## config.mk

```make
export PLATFORM = sky130hd
export DESIGN_NAME = sa_aw_channel_flat
export DESIGN_NICKNAME = d
export VERILOG_FILES = /design/src/rtl/sa_aw_channel_if.sv /design/src/rtl/sa_aw_channel.sv /design/src/flat_wrapper.sv
export SDC_FILE = /design/constraint.sdc
export NUM_CORES = 1
export LEC_CHECK = 0
export ABC_AREA = 1
export CAP_MARGIN = 20
export CORE_MARGIN = 1.5
export CORE_UTILIZATION = 38
export DETAILED_ROUTE_END_ITERATION = 7
export GPL_ROUTABILITY_DRIVEN = 0
export PLACE_DENSITY = 0.83
export SLEW_MARGIN = 20
export SYNTH_ARGS = -nofsm -noshare
export SYNTH_HDL_FRONTEND = slang
export SYNTH_SLANG_ARGS = --single-unit
```

## constraint.sdc

```tcl
create_clock -name ACLK_i -period 2.92 [get_ports ACLK_i]
set_clock_uncertainty 0.2 [all_clocks]
set_input_delay 0.292 -clock ACLK_i [delete_from_list [all_inputs] [get_ports ACLK_i]]
set_output_delay 0.292 -clock ACLK_i [all_outputs]
set_load 0.05 [all_outputs]
```

## src/rtl/sa_aw_channel_if.sv

```systemverilog
// AW-stage bundle: dispatcher requests, slave-side AW register and the
// ordering strobes toward the write-response and write-data stages.
interface sa_aw_channel_if #(
  parameter int unsigned MST_AMT           = 3,
  parameter int unsigned MST_ID_W          = $clog2(MST_AMT),
  parameter int unsigned TRANS_MST_ID_W    = 5,
  parameter int unsigned TRANS_SLV_ID_W    = TRANS_MST_ID_W + MST_ID_W,
  parameter int unsigned ADDR_WIDTH        = 32,
  parameter int unsigned TRANS_DATA_LEN_W  = 8,
  parameter int unsigned TRANS_DATA_SIZE_W = 3
) ();

  logic [TRANS_MST_ID_W*MST_AMT-1:0]    dsp_AWID_i;
  logic [ADDR_WIDTH*MST_AMT-1:0]        dsp_AWADDR_i;
  logic [TRANS_DATA_LEN_W*MST_AMT-1:0]  dsp_AWLEN_i;
  logic [TRANS_DATA_SIZE_W*MST_AMT-1:0] dsp_AWSIZE_i;
  logic [MST_AMT-1:0]                   dsp_AW_crossing_flag_i;
  logic [MST_AMT-1:0]                   dsp_AWVALID_i;
  logic [MST_AMT-1:0]                   dsp_AWREADY_o;

  logic [TRANS_SLV_ID_W-1:0]            m_AWID_o;
  logic [ADDR_WIDTH-1:0]                m_AWADDR_o;
  logic [TRANS_DATA_LEN_W-1:0]          m_AWLEN_o;
  logic [TRANS_DATA_SIZE_W-1:0]         m_AWSIZE_o;
  logic                                 m_AWVALID_o;
  logic                                 m_AWREADY_i;

  logic [TRANS_SLV_ID_W-1:0]            AW_AxID_o;
  logic                                 AW_crossing_flag_o;
  logic                                 AW_shift_en_o;
  logic                                 AW_stall_i;

  logic [MST_ID_W-1:0]                  W_mst_id_o;
  logic [TRANS_DATA_LEN_W-1:0]          W_AWLEN_o;
  logic                                 W_push_o;
  logic                                 W_stall_i;

  // The arbiter is the slave of this bundle.
  modport slave (
    input  dsp_AWID_i, dsp_AWADDR_i, dsp_AWLEN_i, dsp_AWSIZE_i,
    input  dsp_AW_crossing_flag_i, dsp_AWVALID_i,
    output dsp_AWREADY_o,
    output m_AWID_o, m_AWADDR_o, m_AWLEN_o, m_AWSIZE_o, m_AWVALID_o,
    input  m_AWREADY_i,
    output AW_AxID_o, AW_crossing_flag_o, AW_shift_en_o,
    input  AW_stall_i,
    output W_mst_id_o, W_AWLEN_o, W_push_o,
    input  W_stall_i
  );

  modport master (
    output dsp_AWID_i, dsp_AWADDR_i, dsp_AWLEN_i, dsp_AWSIZE_i,
    output dsp_AW_crossing_flag_i, dsp_AWVALID_i,
    input  dsp_AWREADY_o,
    input  m_AWID_o, m_AWADDR_o, m_AWLEN_o, m_AWSIZE_o, m_AWVALID_o,
    output m_AWREADY_i,
    input  AW_AxID_o, AW_crossing_flag_o, AW_shift_en_o,
    output AW_stall_i,
    input  W_mst_id_o, W_AWLEN_o, W_push_o,
    output W_stall_i
  );

endinterface

```

## src/rtl/sa_aw_channel.sv

```systemverilog
// Slave-arbiter write-address stage: round-robin AW arbitration into a one-entry output register.
// Define SA_AW_FIXED_PRIORITY_EN for lowest-index-wins arbitration without a grant pointer.
module sa_aw_channel #(
  parameter int unsigned MST_AMT           = 3,
  parameter int unsigned MST_ID_W          = $clog2(MST_AMT),
  parameter int unsigned TRANS_MST_ID_W    = 5,
  parameter int unsigned TRANS_SLV_ID_W    = TRANS_MST_ID_W + MST_ID_W,
  parameter int unsigned ADDR_WIDTH        = 32,
  parameter int unsigned TRANS_DATA_LEN_W  = 8,
  parameter int unsigned TRANS_DATA_SIZE_W = 3
) (
  input  logic             ACLK_i,
  input  logic             ARESET_i,
  sa_aw_channel_if.slave   bus
);

  typedef enum logic [0:0] {StEmpty, StHeld} state_e;

  state_e                         state_q;
  logic [TRANS_SLV_ID_W-1:0]      m_awid_q;
  logic [ADDR_WIDTH-1:0]          m_awaddr_q;
  logic [TRANS_DATA_LEN_W-1:0]    m_awlen_q;
  logic [TRANS_DATA_SIZE_W-1:0]   m_awsize_q;

  logic                           slot_free;
  logic                           arb_en;
  logic                           grant_vld;
  logic [MST_ID_W-1:0]            grant_idx;

  logic [TRANS_MST_ID_W-1:0]      sel_id;
  logic [ADDR_WIDTH-1:0]          sel_addr;
  logic [TRANS_DATA_LEN_W-1:0]    sel_len;
  logic [TRANS_DATA_SIZE_W-1:0]   sel_size;
  logic                           sel_cross;
  logic [MST_AMT-1:0]             dsp_ready;

  assign slot_free = (state_q == StEmpty) | bus.m_AWREADY_i;
  // Reset gates the strobes combinationally so nothing is granted while it is held.
  assign arb_en    = slot_free & ~bus.AW_stall_i & ~bus.W_stall_i & grant_vld & ~ARESET_i;

`ifdef SA_AW_FIXED_PRIORITY_EN
  always_comb begin
    grant_vld = 1'b0;
    grant_idx = '0;
    for (int unsigned k = 0; k < MST_AMT; k++) begin
      if (!grant_vld && bus.dsp_AWVALID_i[k]) begin
        grant_vld = 1'b1;
        grant_idx = MST_ID_W'(k);
      end
    end
  end
`else
  logic [MST_ID_W-1:0] last_grant_q;

  // base <= MST_AMT-1 and off <= MST_AMT, so one subtraction wraps correctly.
  function automatic int unsigned rr_idx(input int unsigned base, input int unsigned off);
    int unsigned s;
    s = base + off;
    return (s >= MST_AMT) ? s - MST_AMT : s;
  endfunction

  always_comb begin
    grant_vld = 1'b0;
    grant_idx = '0;
    for (int unsigned k = 1; k <= MST_AMT; k++) begin
      if (!grant_vld && bus.dsp_AWVALID_i[rr_idx(32'(last_grant_q), k)]) begin
        grant_vld = 1'b1;
        grant_idx = MST_ID_W'(rr_idx(32'(last_grant_q), k));
      end
    end
  end
`endif

  always_comb begin
    sel_id    = '0;
    sel_addr  = '0;
    sel_len   = '0;
    sel_size  = '0;
    sel_cross = 1'b0;
    for (int unsigned k = 0; k < MST_AMT; k++) begin
      if (grant_idx == MST_ID_W'(k)) begin
        sel_id    = bus.dsp_AWID_i[k*TRANS_MST_ID_W +: TRANS_MST_ID_W];
        sel_addr  = bus.dsp_AWADDR_i[k*ADDR_WIDTH +: ADDR_WIDTH];
        sel_len   = bus.dsp_AWLEN_i[k*TRANS_DATA_LEN_W +: TRANS_DATA_LEN_W];
        sel_size  = bus.dsp_AWSIZE_i[k*TRANS_DATA_SIZE_W +: TRANS_DATA_SIZE_W];
        sel_cross = bus.dsp_AW_crossing_flag_i[k];
      end
    end
  end

  always_comb begin
    dsp_ready = '0;
    if (arb_en) begin
      dsp_ready[grant_idx] = 1'b1;
    end
  end

  assign bus.dsp_AWREADY_o      = dsp_ready;
  assign bus.AW_shift_en_o      = arb_en;
  assign bus.AW_AxID_o          = arb_en ? {grant_idx, sel_id} : '0;
  assign bus.AW_crossing_flag_o = arb_en & sel_cross;
  assign bus.W_push_o           = arb_en;
  assign bus.W_mst_id_o         = arb_en ? grant_idx : '0;
  assign bus.W_AWLEN_o          = arb_en ? sel_len : '0;

  always_ff @(posedge ACLK_i or posedge ARESET_i) begin
    if (ARESET_i) begin
      state_q      <= StEmpty;
      m_awid_q     <= '0;
      m_awaddr_q   <= '0;
      m_awlen_q    <= '0;
      m_awsize_q   <= '0;
`ifndef SA_AW_FIXED_PRIORITY_EN
      last_grant_q <= MST_ID_W'(MST_AMT - 1);
`endif
    end else begin
      unique case (state_q)
        StEmpty: if (arb_en) state_q <= StHeld;
        StHeld:  if (bus.m_AWREADY_i && !arb_en) state_q <= StEmpty;
        default: state_q <= StEmpty;
      endcase
      if (arb_en) begin
        m_awid_q     <= {grant_idx, sel_id};
        m_awaddr_q   <= sel_addr;
        m_awlen_q    <= sel_len;
        m_awsize_q   <= sel_size;
`ifndef SA_AW_FIXED_PRIORITY_EN
        last_grant_q <= grant_idx;
`endif
      end
    end
  end

  assign bus.m_AWVALID_o = (state_q == StHeld);
  assign bus.m_AWID_o    = m_awid_q;
  assign bus.m_AWADDR_o  = m_awaddr_q;
  assign bus.m_AWLEN_o   = m_awlen_q;
  assign bus.m_AWSIZE_o  = m_awsize_q;

endmodule

```

## src/flat_wrapper.sv

```systemverilog
// flat-port wrapper written by rule: the top's interface ports become plain ports
module sa_aw_channel_flat 
#(
  parameter int unsigned MST_AMT           = 3,
  parameter int unsigned MST_ID_W          = $clog2(MST_AMT),
  parameter int unsigned TRANS_MST_ID_W    = 5,
  parameter int unsigned TRANS_SLV_ID_W    = TRANS_MST_ID_W + MST_ID_W,
  parameter int unsigned ADDR_WIDTH        = 32,
  parameter int unsigned TRANS_DATA_LEN_W  = 8,
  parameter int unsigned TRANS_DATA_SIZE_W = 3
)
  (ACLK_i, ARESET_i, bus_dsp_AWID_i, bus_dsp_AWADDR_i, bus_dsp_AWLEN_i, bus_dsp_AWSIZE_i, bus_dsp_AW_crossing_flag_i, bus_dsp_AWVALID_i, bus_dsp_AWREADY_o, bus_m_AWID_o, bus_m_AWADDR_o, bus_m_AWLEN_o, bus_m_AWSIZE_o, bus_m_AWVALID_o, bus_m_AWREADY_i, bus_AW_AxID_o, bus_AW_crossing_flag_o, bus_AW_shift_en_o, bus_AW_stall_i, bus_W_mst_id_o, bus_W_AWLEN_o, bus_W_push_o, bus_W_stall_i);
  sa_aw_channel_if #(.MST_AMT(MST_AMT), .MST_ID_W(MST_ID_W), .TRANS_MST_ID_W(TRANS_MST_ID_W), .TRANS_SLV_ID_W(TRANS_SLV_ID_W), .ADDR_WIDTH(ADDR_WIDTH), .TRANS_DATA_LEN_W(TRANS_DATA_LEN_W), .TRANS_DATA_SIZE_W(TRANS_DATA_SIZE_W)) bus_i ();
  input  logic ACLK_i;
  input  logic ARESET_i;
  input wire logic [$bits(bus_i.dsp_AWID_i)-1:0] bus_dsp_AWID_i;
  input wire logic [$bits(bus_i.dsp_AWADDR_i)-1:0] bus_dsp_AWADDR_i;
  input wire logic [$bits(bus_i.dsp_AWLEN_i)-1:0] bus_dsp_AWLEN_i;
  input wire logic [$bits(bus_i.dsp_AWSIZE_i)-1:0] bus_dsp_AWSIZE_i;
  input wire logic [$bits(bus_i.dsp_AW_crossing_flag_i)-1:0] bus_dsp_AW_crossing_flag_i;
  input wire logic [$bits(bus_i.dsp_AWVALID_i)-1:0] bus_dsp_AWVALID_i;
  output wire logic [$bits(bus_i.dsp_AWREADY_o)-1:0] bus_dsp_AWREADY_o;
  output wire logic [$bits(bus_i.m_AWID_o)-1:0] bus_m_AWID_o;
  output wire logic [$bits(bus_i.m_AWADDR_o)-1:0] bus_m_AWADDR_o;
  output wire logic [$bits(bus_i.m_AWLEN_o)-1:0] bus_m_AWLEN_o;
  output wire logic [$bits(bus_i.m_AWSIZE_o)-1:0] bus_m_AWSIZE_o;
  output wire logic [$bits(bus_i.m_AWVALID_o)-1:0] bus_m_AWVALID_o;
  input wire logic [$bits(bus_i.m_AWREADY_i)-1:0] bus_m_AWREADY_i;
  output wire logic [$bits(bus_i.AW_AxID_o)-1:0] bus_AW_AxID_o;
  output wire logic [$bits(bus_i.AW_crossing_flag_o)-1:0] bus_AW_crossing_flag_o;
  output wire logic [$bits(bus_i.AW_shift_en_o)-1:0] bus_AW_shift_en_o;
  input wire logic [$bits(bus_i.AW_stall_i)-1:0] bus_AW_stall_i;
  output wire logic [$bits(bus_i.W_mst_id_o)-1:0] bus_W_mst_id_o;
  output wire logic [$bits(bus_i.W_AWLEN_o)-1:0] bus_W_AWLEN_o;
  output wire logic [$bits(bus_i.W_push_o)-1:0] bus_W_push_o;
  input wire logic [$bits(bus_i.W_stall_i)-1:0] bus_W_stall_i;
  assign bus_i.dsp_AWID_i = bus_dsp_AWID_i;
  assign bus_i.dsp_AWADDR_i = bus_dsp_AWADDR_i;
  assign bus_i.dsp_AWLEN_i = bus_dsp_AWLEN_i;
  assign bus_i.dsp_AWSIZE_i = bus_dsp_AWSIZE_i;
  assign bus_i.dsp_AW_crossing_flag_i = bus_dsp_AW_crossing_flag_i;
  assign bus_i.dsp_AWVALID_i = bus_dsp_AWVALID_i;
  assign bus_dsp_AWREADY_o = bus_i.dsp_AWREADY_o;
  assign bus_m_AWID_o = bus_i.m_AWID_o;
  assign bus_m_AWADDR_o = bus_i.m_AWADDR_o;
  assign bus_m_AWLEN_o = bus_i.m_AWLEN_o;
  assign bus_m_AWSIZE_o = bus_i.m_AWSIZE_o;
  assign bus_m_AWVALID_o = bus_i.m_AWVALID_o;
  assign bus_i.m_AWREADY_i = bus_m_AWREADY_i;
  assign bus_AW_AxID_o = bus_i.AW_AxID_o;
  assign bus_AW_crossing_flag_o = bus_i.AW_crossing_flag_o;
  assign bus_AW_shift_en_o = bus_i.AW_shift_en_o;
  assign bus_i.AW_stall_i = bus_AW_stall_i;
  assign bus_W_mst_id_o = bus_i.W_mst_id_o;
  assign bus_W_AWLEN_o = bus_i.W_AWLEN_o;
  assign bus_W_push_o = bus_i.W_push_o;
  assign bus_i.W_stall_i = bus_W_stall_i;
  sa_aw_channel #(.MST_AMT(MST_AMT), .MST_ID_W(MST_ID_W), .TRANS_MST_ID_W(TRANS_MST_ID_W), .TRANS_SLV_ID_W(TRANS_SLV_ID_W), .ADDR_WIDTH(ADDR_WIDTH), .TRANS_DATA_LEN_W(TRANS_DATA_LEN_W), .TRANS_DATA_SIZE_W(TRANS_DATA_SIZE_W)) u_core (.ACLK_i(ACLK_i), .ARESET_i(ARESET_i), .bus(bus_i));
endmodule
```

=== After elaboration in Yosys (flattened, before gate mapping) ===
Index checks and enable logic that the tools add are counted.
W data, S select, Z words.

* Output and inout bits: 74
* Flip-flop bits (word level): 53
* Logic and storage cells: 79

* Reductions and logical operators: 8
* Eq/ne operators: 2
* Magnitude comparators: 8
* Add/subtract/negate cells: 6
* Bitwise gates (word level): 10
* Mux-type cells: 39

{| class="wikitable"
|+ Operators with widths
! kind !! number
|-
| $mux W32 || 6
|-
| $ge A32 B2 Y1 const B || 3
|-
| $lt A32 B3 Y1 const B || 3
|-
| $sub A32 B2 Y32 const B || 3
|-
| $mux W8 || 4
|-
| $mux W5 || 3
|-
| $mux W1 || 12
|-
| $mux W3 || 4
|-
| $mux W2 || 4
|-
| $mux W7 || 1
|-
| $add A2 B2 Y3 const B || 2
|-
| $bmux W1 S2 || 3
|-
| $and A1 B1 Y1 || 5
|-
| $logic_and A1 B1 Y1 || 4
|-
| $not A1 Y1 || 4
|-
| $add A2 B1 Y3 const B || 1
|-
| $logic_not A1 Y1 || 3
|-
| $lt A2 B3 Y1 const B || 1
|-
| $demux W1 S2 || 1
|-
| $eq A2 B1 Y1 const B || 1
|-
| $eq A2 B2 Y1 const B || 1
|-
| $ge A2 B1 Y1 const B || 1
|-
| $logic_not A2 Y1 || 1
|-
| $pmux W1 S2 || 1
|-
| $or A1 B1 Y1 || 1
|}

=== Depth between registers and ports, before layout ===
* Depth in word-level cells: 18
* Gate-level depth with buffers: 16

=== Worst setup path before layout ===
Ideal clock, no wire load.

* Path kind: reg2out
* Start point: reg u_core.last_grant_q[0]
* End point: out bus_dsp_AWREADY_o[0]
* Cell stages (with the launch flop): 14
* Arrival time: 2,832 ps
* Setup slack: -404 ps
* Cells stage by stage: dfrtp_1 > inv_2 > ha_1 > buf_6 > inv_6 > nand2_2 > nand3_2 > nand2_2 > nand2_1 > inv_2 > nand2_1 > nand2_2 > buf_2 > nor3_1

* Word-level cells in the longest chain between the ends: 17
* Elaborated cells on any way between the ends: 36
* Those cells by class: add/sub: 6; order compare: 5; mux: 18; bitwise: 2; reduce/logical: 5

{| class="wikitable"
|+ Ends and longest elaborated chain
! item !! RTL line !! source
|-
| from (decl) || sa_aw_channel.sv:53 || <nowiki>logic [MST_ID_W-1:0] last_grant_q;</nowiki>
|-
| from (signal assigned) || sa_aw_channel.sv:114 || <nowiki>last_grant_q <= MST_ID_W'(MST_AMT - 1);</nowiki>
|-
| from (signal assigned) || sa_aw_channel.sv:128 || <nowiki>last_grant_q <= grant_idx;</nowiki>
|-
| $add A2 B1 Y3 || sa_aw_channel.sv:58 || <nowiki>s = base + off;</nowiki>
|-
| $sub A32 B2 Y32 / $ge A32 B2 Y1 (equally long branches) || sa_aw_channel.sv:59 || <nowiki>return (s >= MST_AMT) ? s - MST_AMT : s;</nowiki>
|-
| $mux W32 || sa_aw_channel.sv:59 ||
|-
| $bmux W1 S2 || sa_aw_channel.sv:66 || <nowiki>if (!grant_vld && bus.dsp_AWVALID_i[rr_idx(32'(last_grant_q), k)]) begin</nowiki>
|-
| $mux W1 (not written as such) || sa_aw_channel.sv:66 ||
|-
| $mux W1 || sa_aw_channel.sv:66 ||
|-
| $logic_not A1 Y1 || sa_aw_channel.sv:66 ||
|-
| $logic_and A1 B1 Y1 || sa_aw_channel.sv:66 ||
|-
| $mux W1 || sa_aw_channel.sv:66 ||
|-
| $logic_not A1 Y1 || sa_aw_channel.sv:66 ||
|-
| $logic_and A1 B1 Y1 || sa_aw_channel.sv:66 ||
|-
| $mux W2 || sa_aw_channel.sv:66 ||
|-
| $lt A2 B3 Y1 (not written as such) / $ge A2 B1 Y1 (equally long branches) || sa_aw_channel.sv:94 || <nowiki>dsp_ready[grant_idx] = 1'b1;</nowiki>
|-
| $logic_and A1 B1 Y1 (not written as such) || sa_aw_channel.sv:94 ||
|-
| $mux W1 (not written as such) || sa_aw_channel.sv:94 ||
|-
| $demux W1 S2 || -- ||
|-
| $mux W3 * || sa_aw_channel.sv:93 || <nowiki>if (arb_en) begin</nowiki>
|-
| to (decl) || flat_wrapper.sv:22 || <nowiki>output wire logic [$bits(bus_i.dsp_AWREADY_o)-1:0] bus_dsp_AWREADY_o;</nowiki>
|}

Every way passes the cells marked *; elsewhere a longest branch is shown, timed or not. The select of a mux whose other input is x is not followed.

=== Worst setup path in the final report ===
* Start point: reg u_core.last_grant_q[1]
* End point: out bus_AW_crossing_flag_o

* Word-level cells in the longest chain between the ends: 17
* Elaborated cells on any way between the ends: 37
* Those cells by class: add/sub: 6; order compare: 3; eq/ne: 2; mux: 18; bitwise: 3; reduce/logical: 5

{| class="wikitable"
|+ Ends and longest elaborated chain
! item !! RTL line !! source
|-
| $add A2 B1 Y3 || sa_aw_channel.sv:58 ||
|-
| $sub A32 B2 Y32 / $ge A32 B2 Y1 (equally long branches) || sa_aw_channel.sv:59 ||
|-
| $mux W32 || sa_aw_channel.sv:59 ||
|-
| $bmux W1 S2 || sa_aw_channel.sv:66 ||
|-
| $mux W1 (not written as such) || sa_aw_channel.sv:66 ||
|-
| $mux W1 || sa_aw_channel.sv:66 ||
|-
| $logic_not A1 Y1 || sa_aw_channel.sv:66 ||
|-
| $logic_and A1 B1 Y1 || sa_aw_channel.sv:66 ||
|-
| $mux W1 || sa_aw_channel.sv:66 ||
|-
| $logic_not A1 Y1 || sa_aw_channel.sv:66 ||
|-
| $logic_and A1 B1 Y1 || sa_aw_channel.sv:66 ||
|-
| $mux W2 || sa_aw_channel.sv:66 ||
|-
| $logic_not A2 Y1 || sa_aw_channel.sv:81 || <nowiki>if (grant_idx == MST_ID_W'(k)) begin</nowiki>
|-
| $mux W1 (3 in a row) || sa_aw_channel.sv:81 ||
|-
| $and A1 B1 Y1 * || sa_aw_channel.sv:101 || <nowiki>assign bus.AW_crossing_flag_o = arb_en & sel_cross;</nowiki>
|-
| to (decl) || flat_wrapper.sv:30 || <nowiki>output wire logic [$bits(bus_i.AW_crossing_flag_o)-1:0] bus_AW_crossing_flag_o;</nowiki>
|}

Marks and branches as above.

==> impl_metrics.ini <==
[run_status]
outcome = finished, violations left
violations = setup timing

[clock_tree]
cts_tree = done
insertion_delay_ns = 0.31
cts_sinks = 52
ctsLongestPathBuffers = 2
cts_max_level = 2
cts_buffers = 5
root_buffer = clkbuf_8
path_clk_slew_ns = 0.10
cts_hold_buf = 0

[yosys]
synth_warnings = 0
ys_ff_latch = 52
synthCells = 552
synth_area_mm2 = 0.003675
ys_seq_area_share_pct = 35.44
avgSynthCellArea_um2 = 6.657
synth_fp_nets = 710
yosysUniqueCellTypes = 32

[placement]
place_hpwl_mm = 9.875
dp_slack_ns = -0.09572
portBuffers = 228

[final_layout]
final_layout_size_suffix_gt1_share_pct = 24.12
area_growth_pct = 94.65
final_cell_mix = nand2_1 (211), clkdlybuf4s50_1 (205), nor2_1 (63), nand3_1 (58), dfrtp_1 (51)
final_common_cell = nand2_1
antennaDiodeCount = 0
fin_util_pct = 76.69
final_nets = 978

[pwr]
vdd_ir_drop_max_mv = 0.8236
p_leak_nw = 3.460
p_per_area_mw_per_mm2 = 1220

[critical_path]
cp_data_required_time_ns = 2.43
reg2reg_slack_ns = -0.06
endpoint_kind = output pin
crit_fanout = 6
timing.rr.end = u_core.bus.m_AWID_o[4]
start_kind = register
r2r_start = u_core.last_grant_q[1]
worst-setup-path-type = register to output pin
crit_arrival_ns = 2.57
worst-r2r-cell-count = 18

[timing]
hold_violations = 0
clock.fmax_mhz = 326.7
slew_viol_final = 0
fin_crit_ns = 3.061
tightest_slew_ns = 0.9481
hold_slack_ns = 0.2350
rsz0062_at_grt = yes
setup_viol = 23
layout_setup_ws_ns = -0.1409
relSlewSlack_pct = 36.21
period_share_pct = 104.8

[detailed_routing]
ant_nets = 0
drc_errors = 0
vias = 4659
vias_per_cell = 4.904
drtPass1Iterations = 4
routed_wl_mm = 14.59
post_drt_wl_per_cell_um = 15.36
drtIter0Drc = 167

[floorplanning]
num_rows = 35
start_util_pct = 39.40
core_area_mm2 = 0.009328
boundaryPins = 229
die_w_um = 101.3
die_h_um = 101.3
dieArea_mm2 = 0.01027

[grt]
grt_overflow_total = 0
grt_pass1_vias = 4673
track_usage_pct = 26.64
grt_pass1_wl_mm = 21.52
grt_max_degree = 37
antenna_found_initial = 0

[worst_hold_path]
min_path_type = input port to asynchronous set/reset pin

[run]
max-cap-violations = 0
==> Yosys cell counts <==
cell type | number | area [µm²]
nand2_1 | 232 | 870.8
nor2_1 | 74 | 277.8
nand3_1 | 65 | 325.3
dfrtp_1 | 51 | 1276
inv_1 | 31 | 116.4
nand3_2 | 14 | 140.1
or2_0 | 12 | 75.07
buf_2 | 11 | 55.05
buf_4 | 9 | 67.56
buf_6 | 9 | 101.4
nand2_2 | 6 | 37.54
a21oi_1 | 5 | 25.02
inv_2 | 5 | 18.77
o21ai_0 | 4 | 20.02
ha_1 | 3 | 37.54
nand2_4 | 3 | 33.78
buf_1 | 2 | 7.510
inv_4 | 2 | 12.51
a31oi_4 | 1 | 21.27
buf_12 | 1 | 20.02
dfstp_2 | 1 | 26.28
inv_6 | 1 | 8.760
nand3_4 | 1 | 17.52
nand4_1 | 1 | 6.260
nand4_4 | 1 | 21.27
nor2_2 | 1 | 6.260
nor2_4 | 1 | 11.26
nor3_1 | 1 | 5.000
nor3_2 | 1 | 10.01
nor4_1 | 1 | 6.260
o21ai_2 | 1 | 8.760
o21bai_1 | 1 | 7.510
==> worst max path at each step <==
stage	to	slack, ns	from
2_1_floorplan	bus_AW_crossing_flag_o	0.009	u_core.last_grant_q[0]
3_3_place_gp	bus_W_AWLEN_o[7]	0.03	u_core.last_grant_q[1]
3_5_place_dp	bus_AW_AxID_o[2]	-0.1	u_core.last_grant_q[1]
4_1_cts	bus_AW_crossing_flag_o	-0.07	u_core.last_grant_q[1]
5_1_grt	bus_AW_crossing_flag_o	-0.25	u_core.last_grant_q[1]
6_report	bus_AW_crossing_flag_o	-0.14	u_core.last_grant_q[1]
==> critical path: stages (launching register included) <==
cell and delay [ns]:
dfstp_2 0.55, inv_2 0.06, ha_4 0.34, nand2_2 0.10
nand2_4 0.09, nand2_4 0.07, buf_4 0.14, nand4_4 0.10
nand2_4 0.10, buf_8 0.16, nor2_4 0.13, nand2_1 0.06
nand3_1 0.07, nand2_1 0.07, inv_2 0.07, buf_12 0.13
==> kinds of logic (layout without fill, tap and decap cells) <==
logic type	after synthesis	after routing	synth area share (%)
AOI/OAI and AO/OA	12	12	2.247
and+or+nand+nor	414	416	50.19
adders and majority gates	3	3	1.022
buffers and inverters	71	338	11.10
DFF	52	52	35.44
==> metrics by stage <==
stage	std cells	power [mW]	area, µm²	setup TNS (ns)
3_5_place_dp	898	7.096	6279	-1.548
4_1_cts	942	8.151	6867	-0.8126
3_3_place_gp	898	6.946	6279	0
5_1_grt	950	9.290	7153	-4.347
2_1_floorplan	552	5.449	3686	0
6_report	950	8.728	7153	-1.681
==> layout make-up <==
class	count	area (µm²)
Clock buffer	5	68.82
Clock inverter	3	22.52
Fill cell	642	2175
Inverter	39	195.2
Multi-Input combinational cell	431	2273
Sequential cell	52	1303
Tap cell	129	161.4
Timing Repair Buffer	291	3129
==> report_power, final <==
part	total (mW)	leakage (nW)	internal, mW	switching (mW)
combinational	7.06	2.76	2.66	4.40
sequential	1.24	0.648	1.05	0.187
clock	0.432	0.0485	0.173	0.259
total	8.73	3.46	3.88	4.85
==> repair_timing <==
action / in CTS / in global routing
setup buffers: 32 / 8
cloned: 5 / 0
resized for setup: 55 / 59
pin swaps: 26 / 21
endpoints found under the setup margin: 40 / 52
==> registers in the layout, indices dropped and copies added (netlist names) <==
signal and count:
u_core.bus.m_AWID_o 6, u_core.bus.m_AWLEN_o 8, u_core.bus.m_AWSIZE_o 3, u_core.bus.m_AWADDR_o 32, u_core.last_grant_q 2, u_core.bus.m_AWVALID_o 1
==> layer usage <==
layer	part of all wire, %	vias to the layer above	track usage [%]
met5	0	-	0
li1	-	2237	-
met4	3.4	0	12.39
met1	36	2168	27.36
met3	7.3	42	6.418
met2	53	212	50.65
(Power assumes the default switching activity.)
